`src/rtl/lc3b_types.sv`:
```
// Shared LC-3b memory-hierarchy types: word/line widths plus the L1/L2 scheduler state and port ids.
package lc3b_types;

    typedef logic [15:0]  lc3b_word;
    typedef logic [127:0] lc3b_l1_line;

    typedef enum logic [2:0] {
        ARB_IDLE    = 3'd0,
        ARB_SERVE_I = 3'd1,
        ARB_SERVE_D = 3'd2,
        ARB_RESP_I  = 3'd3,
        ARB_RESP_D  = 3'd4
    } lc3b_arb_state_t;

    typedef enum logic {
        ICACHE = 1'b0,
        DCACHE = 1'b1
    } lc3b_arb_port_t;

endpackage

```
`src/rtl/l1_l2_rr_scheduler_rr_pick2.sv`:
```
// Two-way round-robin pick: a lone requester always wins, a tie goes to the side not granted last.
module rr_pick2
    import lc3b_types::*;
(
    input  logic           req_i,
    input  logic           req_d,
    input  lc3b_arb_port_t last_grant,
    output logic           grant_valid,
    output lc3b_arb_port_t grant
);

    always_comb begin
        grant_valid = req_i | req_d;
        grant       = ICACHE;
        if (req_i && req_d) begin
            grant = (last_grant == ICACHE) ? DCACHE : ICACHE;
        end else if (req_d) begin
            grant = DCACHE;
        end
    end

endmodule

```
`src/rtl/l1_l2_rr_scheduler.sv`:
```
// Shares the single L2 port between icache and dcache: latches one winner, runs one L2 transaction,
// then hands the line back with a one-cycle registered response.
module l1_l2_rr_scheduler
    import lc3b_types::*;
#(
    parameter int ADDR_WIDTH  = 16,
    parameter int LINE_WIDTH  = 128,
    parameter int OFFSET_BITS = 4
) (
    input  logic                  clk,
    input  logic                  rst,
    input  logic                  icache_read,
    input  logic [ADDR_WIDTH-1:0] icache_address,
    output logic                  icache_resp,
    output logic [LINE_WIDTH-1:0] icache_rdata,
    input  logic                  dcache_read,
    input  logic                  dcache_write,
    input  logic [ADDR_WIDTH-1:0] dcache_address,
    input  logic [LINE_WIDTH-1:0] dcache_wdata,
    output logic                  dcache_resp,
    output logic [LINE_WIDTH-1:0] dcache_rdata,
    output logic                  l2_read,
    output logic                  l2_write,
    output logic [ADDR_WIDTH-1:0] l2_address,
    output logic [LINE_WIDTH-1:0] l2_wdata,
    input  logic                  l2_resp,
    input  logic [LINE_WIDTH-1:0] l2_rdata,
    output logic                  busy
);

    lc3b_arb_state_t       state;
    lc3b_arb_port_t        last_grant;
    logic [ADDR_WIDTH-1:0] addr_q;
    logic [LINE_WIDTH-1:0] wdata_q;
    logic [LINE_WIDTH-1:0] rdata_q;
    logic                  write_q;

    logic                  grant_valid;
    lc3b_arb_port_t        grant;
    logic [ADDR_WIDTH-1:0] grant_addr;
    logic                  serving;

    rr_pick2 u_pick (
        .req_i       (icache_read),
        .req_d       (dcache_read | dcache_write),
        .last_grant  (last_grant),
        .grant_valid (grant_valid),
        .grant       (grant)
    );

    always_comb begin
        grant_addr                  = (grant == ICACHE) ? icache_address : dcache_address;
        grant_addr[OFFSET_BITS-1:0] = '0;
    end

    // A dcache read+write collision latches as a write; the icache side can only ever read.
    always_ff @(posedge clk or posedge rst) begin
        if (rst) begin
            state      <= ARB_IDLE;
            last_grant <= DCACHE;
            addr_q     <= '0;
            wdata_q    <= '0;
            rdata_q    <= '0;
            write_q    <= 1'b0;
        end else begin
            case (state)
                ARB_IDLE: begin
                    if (grant_valid) begin
                        state      <= (grant == ICACHE) ? ARB_SERVE_I : ARB_SERVE_D;
                        last_grant <= grant;
                        addr_q     <= grant_addr;
                        wdata_q    <= (grant == DCACHE) ? dcache_wdata : '0;
                        write_q    <= (grant == DCACHE) && dcache_write;
                    end
                end
                ARB_SERVE_I: begin
                    if (l2_resp) begin
                        rdata_q <= l2_rdata;
                        state   <= ARB_RESP_I;
                    end
                end
                ARB_SERVE_D: begin
                    if (l2_resp) begin
                        rdata_q <= l2_rdata;
                        state   <= ARB_RESP_D;
                    end
                end
                default: state <= ARB_IDLE;
            endcase
        end
    end

    // Outputs decode straight from state so an async reset drops the L2 strobes immediately.
    always_comb begin
        serving      = (state == ARB_SERVE_I) || (state == ARB_SERVE_D);
        l2_read      = serving && !write_q;
        l2_write     = serving && write_q;
        l2_address   = addr_q;
        l2_wdata     = wdata_q;
        icache_resp  = (state == ARB_RESP_I);
        dcache_resp  = (state == ARB_RESP_D);
        icache_rdata = icache_resp ? rdata_q : '0;
        dcache_rdata = dcache_resp ? rdata_q : '0;
        busy         = (state != ARB_IDLE);
    end

endmodule

```
`config.mk`:
```
export PLATFORM = sky130hd
export DESIGN_NAME = l1_l2_rr_scheduler
export DESIGN_NICKNAME = d
export VERILOG_FILES = /design/src/rtl/lc3b_types.sv /design/src/rtl/l1_l2_rr_scheduler_rr_pick2.sv /design/src/rtl/l1_l2_rr_scheduler.sv
export SDC_FILE = /design/constraint.sdc
export NUM_CORES = 1
export LEC_CHECK = 0
export CAP_MARGIN = 20
export CORE_AREA = 5 5 266 268
export CTS_BUF_LIST = sky130_fd_sc_hd__clkbuf_4 sky130_fd_sc_hd__clkbuf_8 sky130_fd_sc_hd__clkbuf_16
export CTS_CLUSTER_DIAMETER = 150
export DETAILED_ROUTE_END_ITERATION = 10
export DIE_AREA = 0 0 271 273
export PLACE_DENSITY = 0.55
export SLEW_MARGIN = 20
export SYNTH_ARGS = -nofsm -noshare
export SYNTH_HDL_FRONTEND = slang
export SYNTH_HIERARCHICAL = 1
export SYNTH_SLANG_ARGS = --single-unit
```
`constraint.sdc`:
```
create_clock -name clk -period 8.6 [get_ports clk]
set_input_delay 1.72 -clock clk [delete_from_list [all_inputs] [get_ports clk]]
set_output_delay 1.72 -clock clk [all_outputs]
set_load 0.005 [all_outputs]
```
---- After elaboration in Yosys (flattened, before gate mapping) ----
Cells that the tools add are included.
cells by class
  mux-type cells .......................... 12
  bitwise logic cells ..................... 2
  reduce and logical (&&, ||, !) cells .... 12
  equality and inequality tests ........... 7
operator list
  operator                                                         count
  128-bit two-way mux                                              3
  16-bit two-way mux                                               1
  3-bit two-way mux                                                3
  3-bit case mux with 3 select lines                               1
  3-bit by 2-bit == test with 1-bit output, second input constant  2
  2-bit != test, second input constant                             3
  1-bit logical AND                                                4
  2-bit AND reduction                                              2
  3-bit by 1-bit == test with 1-bit output, second input constant  1
  3-bit == test, second input constant                             1
  3-bit logical NOT                                                1
  1-bit two-way mux                                                3
  3-bit AND reduction                                              1
  3-bit nonzero test                                               1
  2-bit two-way mux                                                1
  1-bit OR                                                         2
  2-bit OR reduction                                               1
  1-bit logical NOT                                                1
  1-bit logical OR                                                 1
storage, ports and cells
  output and inout bits ................... 405
  register bits ........................... 273

---- Longest topological paths before layout ----
Gate-level depths: netlist of the first run.
  word-level depth ........................ 6
  mapped depth ............................ 9
  depth with buffers taken out ............ 5

---- Cells and area by module ----
The synthesis of the first run kept the hierarchy.
by module, submodules not included
  module              cells each  times used  sequential area each (um2)  area each (um2)
  l1_l2_rr_scheduler  1196        1           6832.8                      12333.1
  rr_pick2            2           1           0.0                         13.8

---- Worst setup path after synthesis of the first run ----
No wires, ideal clock.
  path type ............................... flip-flop to output port
  start ................................... register state[2]
  end ..................................... output dcache_rdata[100]
  path buffers ............................ 3
  stages on the path, launching flop included .. 6
  arrival time ............................ 1.483 ns
  path slack .............................. 5.397 ns
  cells stage by stage .................... dfrtp_1 -> clkbuf_1 -> nor3b_1 -> clkbuf_1 -> clkbuf_1 -> and2_1
on the way
  longest elaborated chain between the ends .. 2
ends and longest elaborated chain
  what                    line                       source
  start, declared         l1_l2_rr_scheduler.sv:31   lc3b_arb_state_t state;
  start signal, assigned  l1_l2_rr_scheduler.sv:69   state <= (grant == ICACHE) ? ARB_SERVE_I : ARB_SERVE_D;
  3-bit == test           l1_l2_rr_scheduler.sv:101  dcache_resp = (state == ARB_RESP_D);
  128-bit two-way mux     l1_l2_rr_scheduler.sv:103  dcache_rdata = dcache_resp ? rdata_q : '0;
  end, declared           l1_l2_rr_scheduler.sv:21   output logic [LINE_WIDTH-1:0] dcache_rdata,
No other way between the ends.

---- Final worst setup path of the first run ----
  start ................................... register state[2]
  end ..................................... output icache_rdata[6]
on the way
  longest elaborated chain between the ends .. 2
ends and longest elaborated chain
  what                                      line                       source
  3-bit by 2-bit == test with 1-bit output  l1_l2_rr_scheduler.sv:100  icache_resp = (state == ARB_RESP_I);
  128-bit two-way mux                       l1_l2_rr_scheduler.sv:102  icache_rdata = icache_resp ? rdata_q : '0;
  end, declared                             l1_l2_rr_scheduler.sv:15   output logic [LINE_WIDTH-1:0] icache_rdata,
No other way between the ends.

==> qor.log, run 1 <==
INFO  floorplan      die_h=273um
INFO  clock_tree     numCtsBuffers=34
INFO  grt            grt_first_pass_wirelength=70,000um
INFO  critical_path  worst_ep_arrival_time=3.27ns
INFO  timing         grt_setup_unrepaired=no
INFO  cells_and_area area_delta_synth_final=71.6%
INFO  yosys          yosysSeqAreaShare=55.3%
INFO  power          peakVddDrop=0.361mV
INFO  detailed_routing dr.pass1.iters=5
INFO  clock_tree     max-clock-path-buffers=3
INFO  grt            global_route_met1_usage=13.2%
INFO  power          netSwitchingFraction=32.7%
INFO  detailed_routing routed_wire_length_per_instance=17.1um
INFO  critical_path  worst-path-buf-inv=2
INFO  power          internal_power=4.44mW
INFO  hold_path      timing.hold.worst.class=reg -> reg
INFO  timing         finalClockSkew=0.0116ns
INFO  clock_tree     cts_max_level=2
INFO  place          dpl.cell_count=2,686
INFO  power          finalPower=6.60mW
INFO  critical_path  list_of_cells_traversed_by_the_critical_path=and3b_4 -> buf_4 -> and2_1 -> clkdlybuf4s50_1
INFO  cells_and_area num-fill-cells=6,982
INFO  floorplan      die_area=74,000um2
INFO  clock_tree     clock_sink_count=273
INFO  critical_path  critPathMaxStageDelay=0.65ns
INFO  clock_tree     insertion_delay=0.52ns
INFO  power          p_leak=8.71nW
INFO  timing         timing.final.hold_violations=0
INFO  power          power_density=311nW/um2
INFO  clock_tree     cts_resized=0
INFO  clock_tree     cts_setup_buffers=0
INFO  clock_tree     clock_tree_from_tritoncts=built
INFO  timing         fmax=201MHz
INFO  place          place_congestion=0.789
INFO  critical_path  critical-path-slowest-cell=sky130_fd_sc_hd__buf_4
INFO  timing         timing.slew.headroom=25.2%
INFO  yosys          syn-cell-area=12,300um2
INFO  critical_path  worst_path_dominant_cell_family=buffers and inverters
INFO  yosys          gate_count_after_technology_mapping=1,198
INFO  place          dpl-instance-area=20,000um2
INFO  yosys          ys_types=30
INFO  detailed_routing detailedRoute.firstIterationViolations=353
INFO  place          detailed_place_hpwl=35,300um
INFO  timing         min_period=4.99ns
INFO  detailed_routing drc_errors=0
INFO  detailed_routing drt-vias-per-instance=3.90
INFO  cells_and_area layout-drive-gt1-share=11.3%
INFO  timing         worst_hold_slack=0.476ns
INFO  detailed_routing dr_total_vias=10,700
INFO  detailed_routing totalWireLength=47,200um
INFO  floorplan      starting_density=18.1%
INFO  cells_and_area final_cells=2,751
INFO  cells_and_area final_net_count=2,134
INFO  power          power_frac_seq=34.9%
INFO  timing         finalCritPeriodShare=58.0%
INFO  status         result_of_the_run=finished clean
INFO  floorplan      pin_count=699
INFO  floorplan      floorplan.rows=96
INFO  critical_path  path_max_fanout=90
INFO  critical_path  setup.worst_path.class=reg -> out
INFO  grt            gr-max-usage-layer=met2
INFO  grt            groute.usage.overall=12.1%
INFO  cells_and_area design_area=21,200um2
INFO  critical_path  required=6.88ns
INFO  run            cap_viol_max_count=0
INFO  grt            maximum_number_of_pins_on_one_net_before_global_route_repair=285
INFO  grt            global_route.usage.met3=5.00%
INFO  yosys          synth_edf_count=0
INFO  power          p_clk_share=22.8%
INFO  timing         total_negative_setup_slack=0ns
INFO  cells_and_area layout.area.seq=6830um2
INFO  power          switching_power=2.16mW
INFO  timing         final_max_slew_viol_count=0
INFO  grt            grt_residual_overflow=0
INFO  critical_path  reg2reg_setup_slack=5.90ns
INFO  yosys          synth_area_per_cell=10.3um2
INFO  clock_tree     post_cts_hold_buffer_count=0
INFO  power          comb_power_share=42.3%
INFO  cells_and_area area_used_by_multi_input_combinational_logic=5060um2
INFO  floorplan      core_region_area=68,100um2
INFO  clock_tree     clock-root-buffer=sky130_fd_sc_hd__clkbuf_16
INFO  floorplan      floorplan.die.width=271um
INFO  detailed_routing final_antenna_net_count=0
INFO  timing         tightest_slew=1.12ns
INFO  grt            grt_use_met2=21.1%
INFO  yosys          ys.flop_type=sky130_fd_sc_hd__dfrtp_1
INFO  grt            first_global_vias=11,200
INFO  critical_path  worstSetupStartpointType=flip-flop
INFO  yosys          ys_warn_count=6
INFO  place          io_buffers=686
INFO  timing         timing.final.setup_violations=0
INFO  critical_path  worstSetupEndpointType=output pin
INFO  clock_tree     cts_clock_pin_slew_for_the_worst_setup_and_hold_paths=0.05ns
INFO  yosys          yosys_register_bits=273
INFO  grt            grt_antenna_before_repair=7
INFO  yosys          fraction_of_registers_with_async_set_reset=100%
-- power by group through the flow --
stage          Sequential [mW]  Combinational [mW]  Clock (mW)
4_1_cts                   2.31                2.86        1.58
3_5_place_dp              2.33                2.86           0
2_1_floorplan             2.19                1.45           0
3_3_place_gp              2.30                2.82           0
5_1_grt                   2.39                3.07        1.63
6_report                  2.30                2.79        1.51
-- tightest hold or removal path: stages (launching register included) --
cell                      delay [ns]
sky130_fd_sc_hd__dfrtp_1        0.34
sky130_fd_sc_hd__nand2_1        0.04
sky130_fd_sc_hd__o21ai_0        0.06
-- per-layer routing --
layer | wire length [um] | part of all wire [%]
met5 | 17 | 0.036
met1 | 17800 | 38
met3 | 4540 | 9.6
met4 | 1740 | 3.7
met2 | 23100 | 49
-- flip-flops by register name, summed over array words and instances, names as in the netlist --
register and count:
l2_wdata 128, rdata_q 128, l2_address 12, state 3, last_grant 1, write_q 1
-- path summary, 6_finish.rpt --
kind | start | to | cells after the start
max in group asynchronous | rst | rdata_q[99]$_DFFE_PP0P_ | 4
max reg2reg | state[1]$_DFFE_PP0P_ | rdata_q[87]$_DFFE_PP0P_ | 5
max | state[2]$_DFFE_PP0P_ | icache_rdata[6] | 4
min reg2reg | l2_wdata[91]$_DFFE_PP0P_ | l2_wdata[91]$_DFFE_PP0P_ | 2
min in group asynchronous | rst | l2_wdata[116]$_DFFE_PP0P_ | 3
min | l2_wdata[91]$_DFFE_PP0P_ | l2_wdata[91]$_DFFE_PP0P_ | 2
-- cell usage in the layout (no fill, tap or decap) --
cell	Yosys	final
sky130_fd_sc_hd__clkdlybuf4s50_1	0	686
sky130_fd_sc_hd__dfrtp_1	272	272
sky130_fd_sc_hd__nand2_1	271	271
sky130_fd_sc_hd__and2_1	256	256
sky130_fd_sc_hd__mux2_2	128	128
sky130_fd_sc_hd__o21ai_0	82	82
sky130_fd_sc_hd__o21ai_1	59	59
sky130_fd_sc_hd__clkbuf_16	0	35
sky130_fd_sc_hd__mux2i_1	12	12
sky130_fd_sc_hd__buf_4	4	10
sky130_fd_sc_hd__clkbuf_4	0	8
sky130_fd_sc_hd__clkbuf_8	0	6
sky130_fd_sc_hd__clkinv_2	0	6
sky130_fd_sc_hd__diode_2	0	5
sky130_fd_sc_hd__conb_1	1	4
sky130_fd_sc_hd__bufinv_16	0	4
sky130_fd_sc_hd__nor3b_2	0	2
sky130_fd_sc_hd__nor3_1	2	2
sky130_fd_sc_hd__buf_6	10	2
sky130_fd_sc_hd__xnor2_1	1	1
sky130_fd_sc_hd__or4b_4	1	1
sky130_fd_sc_hd__and3b_4	0	1
sky130_fd_sc_hd__or3_1	1	1
sky130_fd_sc_hd__nor3b_1	3	1
sky130_fd_sc_hd__or2_2	1	1
sky130_fd_sc_hd__clkinvlp_4	0	1
sky130_fd_sc_hd__inv_1	2	1
sky130_fd_sc_hd__o21ai_2	1	1
sky130_fd_sc_hd__nor4bb_1	1	1
sky130_fd_sc_hd__a211oi_1	1	1
sky130_fd_sc_hd__nor2b_1	1	1
sky130_fd_sc_hd__a2111oi_0	1	1
sky130_fd_sc_hd__a21oi_1	1	1
sky130_fd_sc_hd__inv_6	0	1
sky130_fd_sc_hd__dfstp_2	1	1
sky130_fd_sc_hd__buf_12	0	1
sky130_fd_sc_hd__or2_1	1	1
sky130_fd_sc_hd__a21boi_4	0	1
-- metrics by stage --
| stage | worst slack [ns] | util [%] |
|---|---|---|
| after detailed placement | 3.94 | 29.3 |
| after global placement | 4.01 | 29.3 |
| final | 3.61 | 31.1 |
| after global routing | 3.41 | 31.1 |
| after CTS | 3.50 | 31.1 |
| after floorplan | 3.27 | - |
-- synth_stat cells, types with 2 or more instances --
master | number | area share (%)
sky130_fd_sc_hd__o21ai_0 | 82 | 3.3
sky130_fd_sc_hd__buf_4 | 4 | 0.24
sky130_fd_sc_hd__dfrtp_1 | 272 | 55
sky130_fd_sc_hd__inv_1 | 2 | 0.061
sky130_fd_sc_hd__nand2_1 | 271 | 8.2
sky130_fd_sc_hd__and2_1 | 256 | 13
sky130_fd_sc_hd__nor3_1 | 2 | 0.081
sky130_fd_sc_hd__buf_2 | 24 | 0.97
sky130_fd_sc_hd__buf_6 | 10 | 0.91
sky130_fd_sc_hd__nor3b_1 | 3 | 0.18
sky130_fd_sc_hd__mux2i_1 | 12 | 0.97
sky130_fd_sc_hd__o21ai_1 | 59 | 2.4
sky130_fd_sc_hd__clkbuf_1 | 57 | 1.7
sky130_fd_sc_hd__mux2_2 | 128 | 12
-- cell type report --
class	count	area share (%)
inverters	2	0.0532
repair buffers	699	33.0
multi-input cells	830	23.9
flip-flops and latches	273	32.3
diodes	5	0.0591
well taps	882	5.21
clock buffers	49	4.81
clock inverters	11	0.750
-- logic make-up after synthesis --
logic type,share of synthesized area [%]
AOI/OAI and AO/OA,6.02
xor gates and xnor gates,0.0709
buffers and inverters,3.95
DFF,55.3
muxes,12.6
other,0.0304
and+or+nand+nor,21.9
Note: power is estimated with default switching activity, not from simulation.
==> run 2, diff against run 1 <==
- CORE_AREA: 5 5 266 268 -> 5 5 268 270
- DIE_AREA: 0 0 271 273 -> 0 0 273 275
- PLACE_DENSITY: 0.55 -> 0.53
- clock period: 8.6 -> 4.98 ns (I/O delays scaled with it)
==> run 2 against run 1 <==
Against the previous run: total power increased by 72%; utilization down 0.29 points; clock power is 67% higher; clock skew up 0.016 ns; critical endpoint is now dcache_rdata[120]; largest cell class unchanged.
==> qor.log, run 2 (synthesis results as in run 1) <==
INFO  grt            groute.usage.overall=11.5%
INFO  clock_tree     clock_sink_count=273
INFO  detailed_routing drt-vias-per-instance=3.82
INFO  clock_tree     clock-root-buffer=sky130_fd_sc_hd__clkbuf_16
INFO  floorplan      core_region_area=69,300um2
INFO  clock_tree     max-clock-path-buffers=3
INFO  grt            first_global_vias=11,200
INFO  clock_tree     clock_tree_from_tritoncts=built
INFO  clock_tree     cts_max_level=2
INFO  critical_path  path_max_fanout=120
INFO  timing         grt_setup_unrepaired=no
INFO  run            cap_viol_max_count=0
INFO  timing         timing.slew.headroom=28.1%
INFO  cells_and_area layout.cells.most_common_list=sky130_fd_sc_hd__clkdlybuf4s50_1 (686), sky130_fd_sc_hd__dfrtp_1 (272), sky130_fd_sc_hd__nand2_1 (271)
INFO  critical_path  worstSetupEndpointType=output pin
INFO  floorplan      starting_density=17.8%
INFO  detailed_routing totalWireLength=45,900um
INFO  grt            grt_first_pass_wirelength=67,800um
INFO  timing         fmax=243MHz
INFO  critical_path  r2r_cells=4
INFO  detailed_routing final_antenna_net_count=0
INFO  timing         total_negative_setup_slack=0ns
INFO  detailed_routing dr_total_vias=10,800
INFO  floorplan      die_area=75,100um2
INFO  timing         timing.final.setup_violations=0
INFO  hold_path      worstHoldPathCells=2
INFO  detailed_routing dr.pass1.iters=4
INFO  power          peakVddDrop=0.392mV
INFO  timing         tightest_slew=1.08ns
INFO  clock_tree     cts_setup_buffers=0
INFO  timing         finalClockSkew=0.0277ns
INFO  critical_path  setup.worst_path.class=reg -> out
INFO  cells_and_area final_common_cell=sky130_fd_sc_hd__clkdlybuf4s50_1
INFO  cells_and_area layout-drive-gt1-share=11.5%
INFO  floorplan      floorplan.rows=97
INFO  place          place_congestion=0.805
INFO  status         result_of_the_run=finished clean
INFO  clock_tree     post_cts_hold_buffer_count=0
INFO  critical_path  worstSetupStartpointType=flip-flop
INFO  critical_path  required=3.98ns
INFO  grt            maximum_number_of_pins_on_one_net_before_global_route_repair=129
INFO  cells_and_area final_net_count=2,139
INFO  cells_and_area area_delta_synth_final=72.9%
INFO  place          detailed_place_hpwl=34,800um
INFO  timing         final_max_slew_viol_count=0
INFO  detailed_routing detailedRoute.firstIterationViolations=378
INFO  grt            grt_antenna_before_repair=4
INFO  grt            grt_residual_overflow=0
INFO  clock_tree     cts_resized=0
INFO  clock_tree     insertion_delay=0.53ns
INFO  hold_path      timing.hold.worst.class=reg -> reg
INFO  floorplan      pin_count=699
INFO  power          p_leak=8.75nW
INFO  detailed_routing drc_errors=0
INFO  timing         timing.final.hold_violations=0
INFO  critical_path  worst_ep_arrival_time=3.12ns
INFO  detailed_routing routed_wire_length_per_instance=16.3um
INFO  timing         min_period=4.11ns
INFO  floorplan      die_h=275um
INFO  timing         worst_hold_slack=0.476ns
INFO  place          io_buffers=686
INFO  clock_tree     cts_clock_pin_slew_for_the_worst_setup_and_hold_paths=0.06ns
INFO  power          power_density=531nW/um2
INFO  floorplan      floorplan.die.width=273um
INFO  clock_tree     numCtsBuffers=34
INFO  timing         finalCritPeriodShare=82.6%
run 2: report_power, final:
part	total [mW]	switching, mW	leakage [nW]	internal [mW]
clock	2.52	0.955	0.588	1.56
combinational	4.86	2.03	4.80	2.83
sequential	3.96	0.695	3.36	3.26
total	11.3	3.68	8.75	7.66
run 2: final timing paths:
check | from | endpoint | slack, ns
hold / removal | l2_wdata[86]$_DFFE_PP0P_ | l2_wdata[86]$_DFFE_PP0P_ | 0.48
setup / recovery | state[2]$_DFFE_PP0P_ | dcache_rdata[120] | 0.87
min in group asynchronous | rst | l2_wdata[100]$_DFFE_PP0P_ | 0.81
setup reg to reg | state[0]$_DFFE_PP0P_ | rdata_q[49]$_DFFE_PP0P_ | 2.71
hold reg to reg | l2_wdata[86]$_DFFE_PP0P_ | l2_wdata[86]$_DFFE_PP0P_ | 0.48
max in group asynchronous | rst | rdata_q[96]$_DFFE_PP0P_ | 3.10
run 2: area by class of cell:
cell class	instances	area [um2]
diodes	5	12.5
repair buffers	704	7100
clock inverters	7	60.1
fillers	7074	47900
clock buffers	53	1100
inverters	2	11.3
flip-flops and latches	273	6830
multi-input cells	830	5060
well taps	940	1180
run 2: layer usage:
layer	GRT usage [%]	vias to the layer above	wire length [um]
li1	-	5173	-
met1	12.4	5026	17200
met2	20.1	486	22200
met3	4.98	70	4950
met4	4.12	0	1550
met5	0	-	0
run 2: stage by stage:
step                cell area (um2)  utilization [%]  cells  power [mW]  setup slack, ns
floorplan                     12400                -   1201        6.28            0.375
global placement              20200             29.1   2749        8.88             1.40
detailed placement            20200             29.1   2749        8.99             1.36
CTS                           21300             30.8   2809        11.6            0.762
global route                  21300             30.8   2809        12.2            0.594
finish                        21400             30.8   2814        11.3            0.865
run 2: critical path, stage by stage, from the launching register on:
cell and delay [ns]:
sky130_fd_sc_hd__dfrtp_1 0.51, sky130_fd_sc_hd__nor3b_2 0.31, sky130_fd_sc_hd__buf_4 0.72, sky130_fd_sc_hd__and2_1 0.30, sky130_fd_sc_hd__clkdlybuf4s50_1 0.56
